**config.mk**
```make
export PLATFORM = sky130hd
export DESIGN_NAME = fifo_wr_arbiter
export DESIGN_NICKNAME = d
export VERILOG_FILES = /design/src/rtl/fifo_arb_pkg.sv /design/src/rtl/fifo_rr_pick.sv /design/src/rtl/fifo_wr_arbiter.sv
export SDC_FILE = /design/constraint.sdc
export NUM_CORES = 1
export LEC_CHECK = 0
export BUFFER_PORTS_ARGS = -buffer_cell sky130_fd_sc_hd__buf_2
export CAP_MARGIN = 20
export CORE_ASPECT_RATIO = 0.5
export CORE_MARGIN = 5
export CORE_UTILIZATION = 36
export CTS_CLUSTER_SIZE = 8
export DETAILED_ROUTE_END_ITERATION = 10
export HOLD_SLACK_MARGIN = 0.02
export PLACE_DENSITY = 0.87
export SKIP_CTS_REPAIR_TIMING = 1
export SYNTH_ARGS = -nofsm -noshare
export SYNTH_HDL_FRONTEND = slang
export SYNTH_SLANG_ARGS = --single-unit
```
**constraint.sdc**
```tcl
create_clock -name wclk -period 1.5 [get_ports wclk]
set_input_delay 0 -clock wclk [delete_from_list [all_inputs] [get_ports wclk]]
set_output_delay 0 -clock wclk [all_outputs]
set_load 0.05 [all_outputs]
```
**src/rtl/fifo_arb_pkg.sv**
```systemverilog
// ---------------------------------------------------------------------------
// fifo_arb_pkg
//   Shared types and constants for the async-FIFO write-side arbiter.
//
//   Contents:
//     arb_state_t  arbiter state (ARB_IDLE, ARB_OWN)
//     STALL_CW     width of the optional stall counter
//     STALL_MAX    saturation value of the stall counter
// ---------------------------------------------------------------------------
package fifo_arb_pkg;

    typedef enum logic {
        ARB_IDLE = 1'b0,
        ARB_OWN  = 1'b1
    } arb_state_t;

    localparam int STALL_CW = 16;

    localparam logic [STALL_CW-1:0] STALL_MAX = {STALL_CW{1'b1}};

endpackage

```
**src/rtl/fifo_rr_pick.sv**
```systemverilog
// ---------------------------------------------------------------------------
// fifo_rr_pick
//   Combinational rotate-priority picker. It returns the first set bit of
//   mask, scanning from ptr+1 upwards and wrapping modulo NREQ. The bit at
//   ptr itself is examined last. This lets a lone requester win again when
//   it was the previous holder.
//
//   Parameters:
//     NREQ   number of mask bits (>=2)
//     OW     index width, $clog2(NREQ)
//   Ports:
//     mask   in   NREQ   candidate bits
//     ptr    in   OW     last served index (lowest priority)
//     idx    out  OW     chosen index, 0 when nothing is set
//     valid  out  1      1 when any mask bit is set
// ---------------------------------------------------------------------------
module fifo_rr_pick #(
    parameter int NREQ = 4,
    parameter int OW   = $clog2(NREQ)
) (
    input  logic [NREQ-1:0] mask,
    input  logic [OW-1:0]   ptr,
    output logic [OW-1:0]   idx,
    output logic            valid
);

    // Walk the offsets 1..NREQ from ptr. The first hit wins, and later hits
    // are ignored once valid is set.
    always_comb begin
        int          cand;
        logic [OW-1:0] cand_idx;
        idx      = '0;
        valid    = 1'b0;
        cand     = 0;
        cand_idx = '0;
        for (int k = 1; k <= NREQ; k++) begin
            cand     = (int'(ptr) + k) % NREQ;
            cand_idx = OW'(cand);
            if (!valid && mask[cand_idx]) begin
                valid = 1'b1;
                idx   = cand_idx;
            end
        end
    end

endmodule

```
**src/rtl/fifo_wr_arbiter.sv**
```systemverilog
// ---------------------------------------------------------------------------
// fifo_wr_arbiter
//   Shares the write port on the write-clock side of the async FIFO among
//   NREQ requesters. It uses round-robin arbitration with bursts of at most
//   MAX_BURST words. It lives entirely in the wclk domain.
//
//   winc is a combinational function of the current owner's request and the
//   registered wfull flag. Because of this, a write is never issued against a
//   stale full indication.
//
//   Optional feature (macro FIFO_ARB_STALL_CNT_EN):
//     When the macro is defined, stall_cnt counts cycles in which the owner
//     wants to write but is blocked by wfull. The count saturates at 16'hFFFF.
//     When the macro is undefined, stall_cnt is tied to zero and no counter
//     flops exist.
//
//   Parameters:
//     NREQ       number of requesters (>=2)
//     DSIZE      FIFO data width
//     MAX_BURST  max words per grant before forced re-arbitration (>=1)
//     OW         owner index width (derived)
//     BCW        beat counter width (derived)
//   Ports:
//     wclk       in   1           write-domain clock
//     wrst       in   1           asynchronous active-high reset
//     req        in   NREQ        per-requester write request, held until ack
//     req_data   in   NREQ*DSIZE  packed data, requester i at [i*DSIZE +: DSIZE]
//     ack        out  NREQ        one-hot, word of requester i accepted
//     wfull      in   1           FIFO full flag
//     winc       out  1           FIFO write enable
//     wdata      out  DSIZE       FIFO write data (0 when not busy)
//     owner      out  OW          current grant holder
//     busy       out  1           1 while in the OWN state
//     stall_cnt  out  16          owner-blocked-by-full cycle count
// ---------------------------------------------------------------------------
module fifo_wr_arbiter
    import fifo_arb_pkg::*;
#(
    parameter int NREQ      = 4,
    parameter int DSIZE     = 8,
    parameter int MAX_BURST = 4,
    parameter int OW        = $clog2(NREQ),
    parameter int BCW       = $clog2(MAX_BURST + 1)
) (
    input  logic                  wclk,
    input  logic                  wrst,
    input  logic [NREQ-1:0]       req,
    input  logic [NREQ*DSIZE-1:0] req_data,
    output logic [NREQ-1:0]       ack,
    input  logic                  wfull,
    output logic                  winc,
    output logic [DSIZE-1:0]      wdata,
    output logic [OW-1:0]         owner,
    output logic                  busy,
    output logic [STALL_CW-1:0]   stall_cnt
);

    localparam logic [BCW-1:0] BEAT_LAST = BCW'(MAX_BURST - 1);
    localparam logic [OW-1:0]  PTR_INIT  = OW'(NREQ - 1);

    arb_state_t       state;
    arb_state_t       state_nx;
    logic [OW-1:0]    owner_nx;
    logic [OW-1:0]    rr_ptr;
    logic [OW-1:0]    rr_ptr_nx;
    logic [BCW-1:0]   beat;
    logic [BCW-1:0]   beat_nx;

    logic [DSIZE-1:0] data_arr [NREQ];
    logic [NREQ-1:0]  owner_onehot;
    logic             owner_req;
    logic             release_grant;

    logic [OW-1:0]    pick_ptr;
    logic [NREQ-1:0]  pick_mask;
    logic [OW-1:0]    pick_idx;
    logic             pick_valid;

    // Unpack the flat data bus so that the owner can index it directly.
    for (genvar g = 0; g < NREQ; g++) begin : g_unpack
        assign data_arr[g] = req_data[g*DSIZE +: DSIZE];
    end

    assign owner_onehot = NREQ'(1) << owner;
    assign owner_req    = req[owner];

    // A single picker serves both cases. In IDLE it scans from rr_ptr. On a
    // release in OWN it scans from the current owner, which is the value
    // that rr_ptr is about to take. On a release, the owner's bit in req is
    // either already low (it dropped its request) or still high (burst
    // limit). In the burst-limit case the owner is scanned last, so it wins
    // again only if nobody else is asking. So req itself is the mask.
    assign pick_ptr  = (state == ARB_OWN) ? owner : rr_ptr;
    assign pick_mask = req;

    fifo_rr_pick #(
        .NREQ (NREQ),
        .OW   (OW)
    ) u_pick (
        .mask  (pick_mask),
        .ptr   (pick_ptr),
        .idx   (pick_idx),
        .valid (pick_valid)
    );

    // State register. Reset forces IDLE immediately. Any partial burst is
    // dropped and is not resumed.
    always_ff @(posedge wclk or posedge wrst) begin
        if (wrst) begin
            state  <= ARB_IDLE;
            owner  <= '0;
            rr_ptr <= PTR_INIT;
            beat   <= '0;
        end else begin
            state  <= state_nx;
            owner  <= owner_nx;
            rr_ptr <= rr_ptr_nx;
            beat   <= beat_nx;
        end
    end

    // Release happens when the owner withdraws its request (even while
    // stalled on full) or when it lands its last permitted beat.
    assign release_grant = busy & (~owner_req | (winc & (beat == BEAT_LAST)));

    // Next-state logic. A release chains straight into the next owner in the
    // same cycle, so a handover costs no idle cycle.
    always_comb begin
        state_nx  = state;
        owner_nx  = owner;
        rr_ptr_nx = rr_ptr;
        beat_nx   = beat;
        case (state)
            ARB_IDLE: begin
                if (pick_valid) begin
                    state_nx = ARB_OWN;
                    owner_nx = pick_idx;
                    beat_nx  = '0;
                end
            end
            ARB_OWN: begin
                if (release_grant) begin
                    rr_ptr_nx = owner;
                    beat_nx   = '0;
                    if (pick_valid) begin
                        owner_nx = pick_idx;
                    end else begin
                        state_nx = ARB_IDLE;
                    end
                end else if (winc) begin
                    beat_nx = beat + BCW'(1);
                end
            end
            default: begin
                state_nx = ARB_IDLE;
            end
        endcase
    end

    // Outputs are decoded from the current state and live inputs. wfull is
    // already registered upstream, so gating winc with it combinationally is
    // safe.
    always_comb begin
        busy  = (state == ARB_OWN);
        winc  = busy & owner_req & ~wfull;
        ack   = winc ? owner_onehot : '0;
        wdata = busy ? data_arr[owner] : '0;
    end

`ifdef FIFO_ARB_STALL_CNT_EN
    logic [STALL_CW-1:0] stall_q;

    // Count owner-blocked cycles. The counter saturates instead of wrapping,
    // so a long stall never looks short.
    always_ff @(posedge wclk or posedge wrst) begin
        if (wrst) begin
            stall_q <= '0;
        end else if (busy && owner_req && wfull && (stall_q != STALL_MAX)) begin
            stall_q <= stall_q + STALL_CW'(1);
        end
    end

    assign stall_cnt = stall_q;
`else
    assign stall_cnt = '0;
`endif

`ifndef SYNTHESIS
    a_ack_onehot : assert property (@(posedge wclk) disable iff (wrst) $onehot0(ack));
    a_no_full_write : assert property (@(posedge wclk) disable iff (wrst) winc |-> !wfull);
    a_beat_bound : assert property (@(posedge wclk) disable iff (wrst) beat <= BEAT_LAST);
`endif

endmodule

```
Word level (Yosys, flattened, before mapping):

Cells that the tools add are included.
Widths: inputs -> output; s select.

* bits in registers: 8
* output and inout bits: 32

* add/sub/neg operators: 5
* order comparisons: 6
* equal/unequal tests: 4
* shift operators: 1
* multiplexer cells: 34
* bitwise operators: 9
* reduce and logical (&&, ||, !) cells: 8

Operators by type and width (number)
* $mux 8: 3
* $bmux 8 s2: 1
* $lt 2x3->1 const B: 5
* $mux 2: 7
* $mux 1: 11
* $bmux 1 s2: 5
* $mux 3: 3
* $pmux 3 s2: 1
* $add 2x1->2 const B: 2
* $add 2x2->2 const B: 2
* $and 1x1->1: 4
* $mux 4: 1
* $pmux 2 s2: 1
* $reduce_and 2->1: 2
* $shl 1x2->4 const A: 1
* $add 3x1->3 const B: 1
* $eq 3x2->1 const B: 1
* $ge 3x3->1 const B: 1
* $logic_and 1x1->1: 3
* $logic_not 1->1: 3
* $ne 3x2->1 const B: 1
* $not 1->1: 3
* $not 2->3: 1
* $ne 2x1->1 const B: 1
* 3 further kinds: 3

Depth between registers and ports, before layout:

* word-level depth: 17
* depth in mapped cells: 6
* gate-level depth less buffers: 6

Modules after synthesis:

A second synthesis with hierarchy kept.

* cells, all modules: 97
* area, all modules: 989.7 sq um

By module, submodules not included
* fifo_wr_arbiter: times used 1, cells each 83, area an instance 898.4 sq um, sequential area each 202.7 sq um
* fifo_rr_pick: times used 1, cells each 14, area an instance 91.3 sq um, sequential area each 0.0 sq um

Least setup slack after synthesis:

No wires, ideal clock.

* kind: flip-flop to output port
* start point: register owner[1]
* end point: output port ack[2]
* data arrival time: 2.553 ns
* slack: -1.053 ns
* cell stages (with the launch flop): 5
* cells stage by stage: dfrtp_1 > clkbuf_1 > mux4_2 > nand3b_1 > nor3b_1

* longest elaborated chain between the ends: 5
* elaborated cells between the ends (all ways): 6
* classes of those cells: 1 x shift; 3 x mux; 2 x bitwise

RTL lines
* start: declaration: line fifo_wr_arbiter.sv:53 `output logic [OW-1:0] owner,`
* start signal: assignment: line fifo_wr_arbiter.sv:116 `owner <= owner_nx;`
* $bmux 1 s2: line fifo_wr_arbiter.sv:85 `assign owner_req = req[owner];`
* $mux 1 (implied by the code): line fifo_wr_arbiter.sv:85
* $and 1x1->1 (2 in a row): line fifo_wr_arbiter.sv:165 `winc = busy & owner_req & ~wfull;`
* $mux 4 (*): line fifo_wr_arbiter.sv:166 `ack = winc ? owner_onehot : '0;`
* end: declaration: line fifo_wr_arbiter.sv:49 `output logic [NREQ-1:0] ack,`

Mark *: on every way between the ends. The rest lies on a longest branch, timed or not. The select of a mux whose other input is x is not followed.

Final worst setup path:

* start point: register owner[0]
* end point: output port ack[3]

Same word-level chain as after synthesis.

==> flow_summary.json <==
{
  "fin_nets": 197,
  "outcome": "complete, but fails checks",
  "avgSynthCellArea_um2": 10.3,
  "final_common_cell": "buf_2",
  "drtPass1Iterations": 4,
  "combPwrFrac_pct": 76.4,
  "grt_pass1_wl_um": 3880,
  "setup.worst_path.start_class": "flop",
  "viasPerCell": 4.88,
  "drt_iter0_markers": 54,
  "grt_max_degree": 15,
  "hold_violations": 0,
  "skew_ns": 0.000288,
  "io_buffers": 54,
  "cp_data_required_time_ns": 1.50,
  "start_util_pct": 37.1,
  "antenna_cells": 0,
  "drc": 0,
  "path_max_fanout": 4,
  "report.final.slew_viol_count": 0,
  "area_delta_synth_final_pct": 48.8,
  "grt.overflow.total": 0,
  "yosysSeqAreaShare_pct": 21.4,
  "ant_nets": 0,
  "coreArea_mm2": 0.00255,
  "ys_async_sr_fraction_pct": 100,
  "grt_pass1_vias": 871,
  "ir_worst_vdd_uv": 816,
  "synth_edf_count": 0,
  "p_switching_mw": 1.45,
  "cp.arrival_ns": 1.76,
  "finalSetupViolCount": 19,
  "swShare_pct": 50.4,
  "fmax_mhz": 567,
  "num_rows": 13,
  "syn_area_um2": 948,
  "power_frac_seq_pct": 14.1,
  "ys_warn_count": 0,
  "grtUsageTotal_pct": 13.4,
  "pin_count": 71,
  "fin_crit_ns": 1.76,
  "holdWs_ns": 0.200,
  "path_class": "flop to output port",
  "synth_top_area_share_pct": 15.8,
  "numCtsBuffers": 3,
  "cp-end-kind": "output port",
  "root_buffer": "clkbuf_8",
  "clockBufferDepth": 2,
  "synth_top_area_cell": "dfrtp_1",
  "ys_types": 37,
  "powerDensity_mw_per_mm2": 2040,
  "vias": 936,
  "clk_pin_slew_ns": 0.04,
  "p_leak_nw": 0.708,
  "nFillCells": 218,
  "rsz0062_at_grt": "yes",
  "drive_gt1_share_pct": 63.2,
  "die_area_mm2": 0.00382,
  "finalCritPeriodShare_pct": 118,
  "total_power_mw": 2.88,
  "final_cell_mix": "buf_2, conb_1, buf_4",
  "slew_headroom_pct": 61.0,
  "antenna_found_initial": 0,
  "place.gp.congestion": 0.867,
  "worst_hold_path_type": "input port to flop",
  "synth_ff_type": "dfrtp_1",
  "worst_pin_slew_ns": 0.580,
  "yosys_register_bits": 8,
  "p_int_mw": 1.43,
  "synth_area_leaders": "dfrtp_1, mux4_1, buf_4, mux4_2, and2_1",
  "setup_slack_ns": -0.264,
  "syn_inst": 92,
  "clk_latency_ns": 0.23,
  "clkPwrFrac_pct": 9.5,
  "violations": "setup timing",
  "die_x_um": 82.6,
  "cts_num_sinks": 8,
  "routed_wl_um": 2920,
  "cts_htree_levels": 1,
  "drv_cap": 0,
  "preCtsSetupSlack_ns": -0.110,
  "die_h_um": 46.3,
  "dpl.hpwl_um": 2210,
  "tritoncts": "done",
  "wire_per_inst_um": 15.2
}
==> power by group through the flow <==
stage	combinational, mW	clock, mW	sequential, mW
global placement	1.97	0	0.394
CTS	2.03	0.270	0.395
detailed placement	2.02	0	0.398
global route	2.31	0.292	0.415
finish	2.20	0.273	0.406
floorplan	1.59	0	0.467
==> cells by family (layout without fill, tap and decap cells) <==
kind of cell	after synthesis	in the layout	synth area share, %
AOI/OAI and AO/OA	14	14	12.0
DFF	8	8	21.4
and+or+nand+nor	25	25	15.0
buffers and inverters	26	74	17.5
xor gates and xnor gates	2	2	1.85
adders and majority gates	2	2	2.64
other	1	16	0.395
muxes	14	14	29.2
==> synthesized netlist by cell type, drive strengths merged, types with 2 or more instances <==
cell    number
ha           2
a21oi        2
mux4         9
buf         19
a22o         2
xnor2        2
mux2         4
dfrtp        6
clkbuf       2
dfstp        2
a21boi       2
nand2        6
inv          5
and2         9
nor3b        2
==> stage by stage <==
stage          utilization [%]  TNS, ns  instances  instance area [um2]
2_1_floorplan                -    -4.90        107                 1050
4_1_cts                   51.8    -3.77        190                 1320
3_3_place_gp              50.0   -0.281        186                 1280
3_5_place_dp              50.0   -0.724        186                 1280
5_1_grt                   55.3    -4.57        192                 1410
6_report                  55.3    -3.83        192                 1410
==> critical path, cell delays in order (launching register included) <==
cell and delay [ns]:
dfrtp_2 0.40, mux4_2 0.55, nand3b_1 0.21, inv_1 0.08, and3_4 0.16, buf_8 0.14
==> worst paths after layout <==
kind                            startpoint         to  slack, ns  cells past startpoint
worst max register to register    owner[0]   owner[0]      -0.24                      4
worst min register to register     beat[1]    beat[1]       0.51                      1
worst min-delay path                req[0]       busy       0.20                      4
worst max-delay path              owner[0]     ack[3]      -0.26                      5
max in group asynchronous             wrst  rr_ptr[1]       0.95                      3
min in group asynchronous             wrst    beat[0]       0.27                      3
==> per-layer routing <==
metal	global-route usage (%)	up-vias	wire [um]
met5	0	-	0
met4	2.61	0	29
met3	1.95	4	217
met2	26.0	45	1480
met1	16.0	456	1190
li1	-	431	-
==> area by class of cell <==
cell class	instances	area [um2]	area share, %
inverter	5	18.8	1.33
sequential	8	206	14.6
timing repair buffer	65	398	28.2
clock buffer	4	45.0	3.19
tap	37	46.3	3.28
multi-input combinational	73	697	49.4
==> sequential cells by signal, summed over array words and instances (netlist names) <==
register  flops
beat          3
owner         2
rr_ptr        2
busy          1
(Power assumes the default switching activity.)
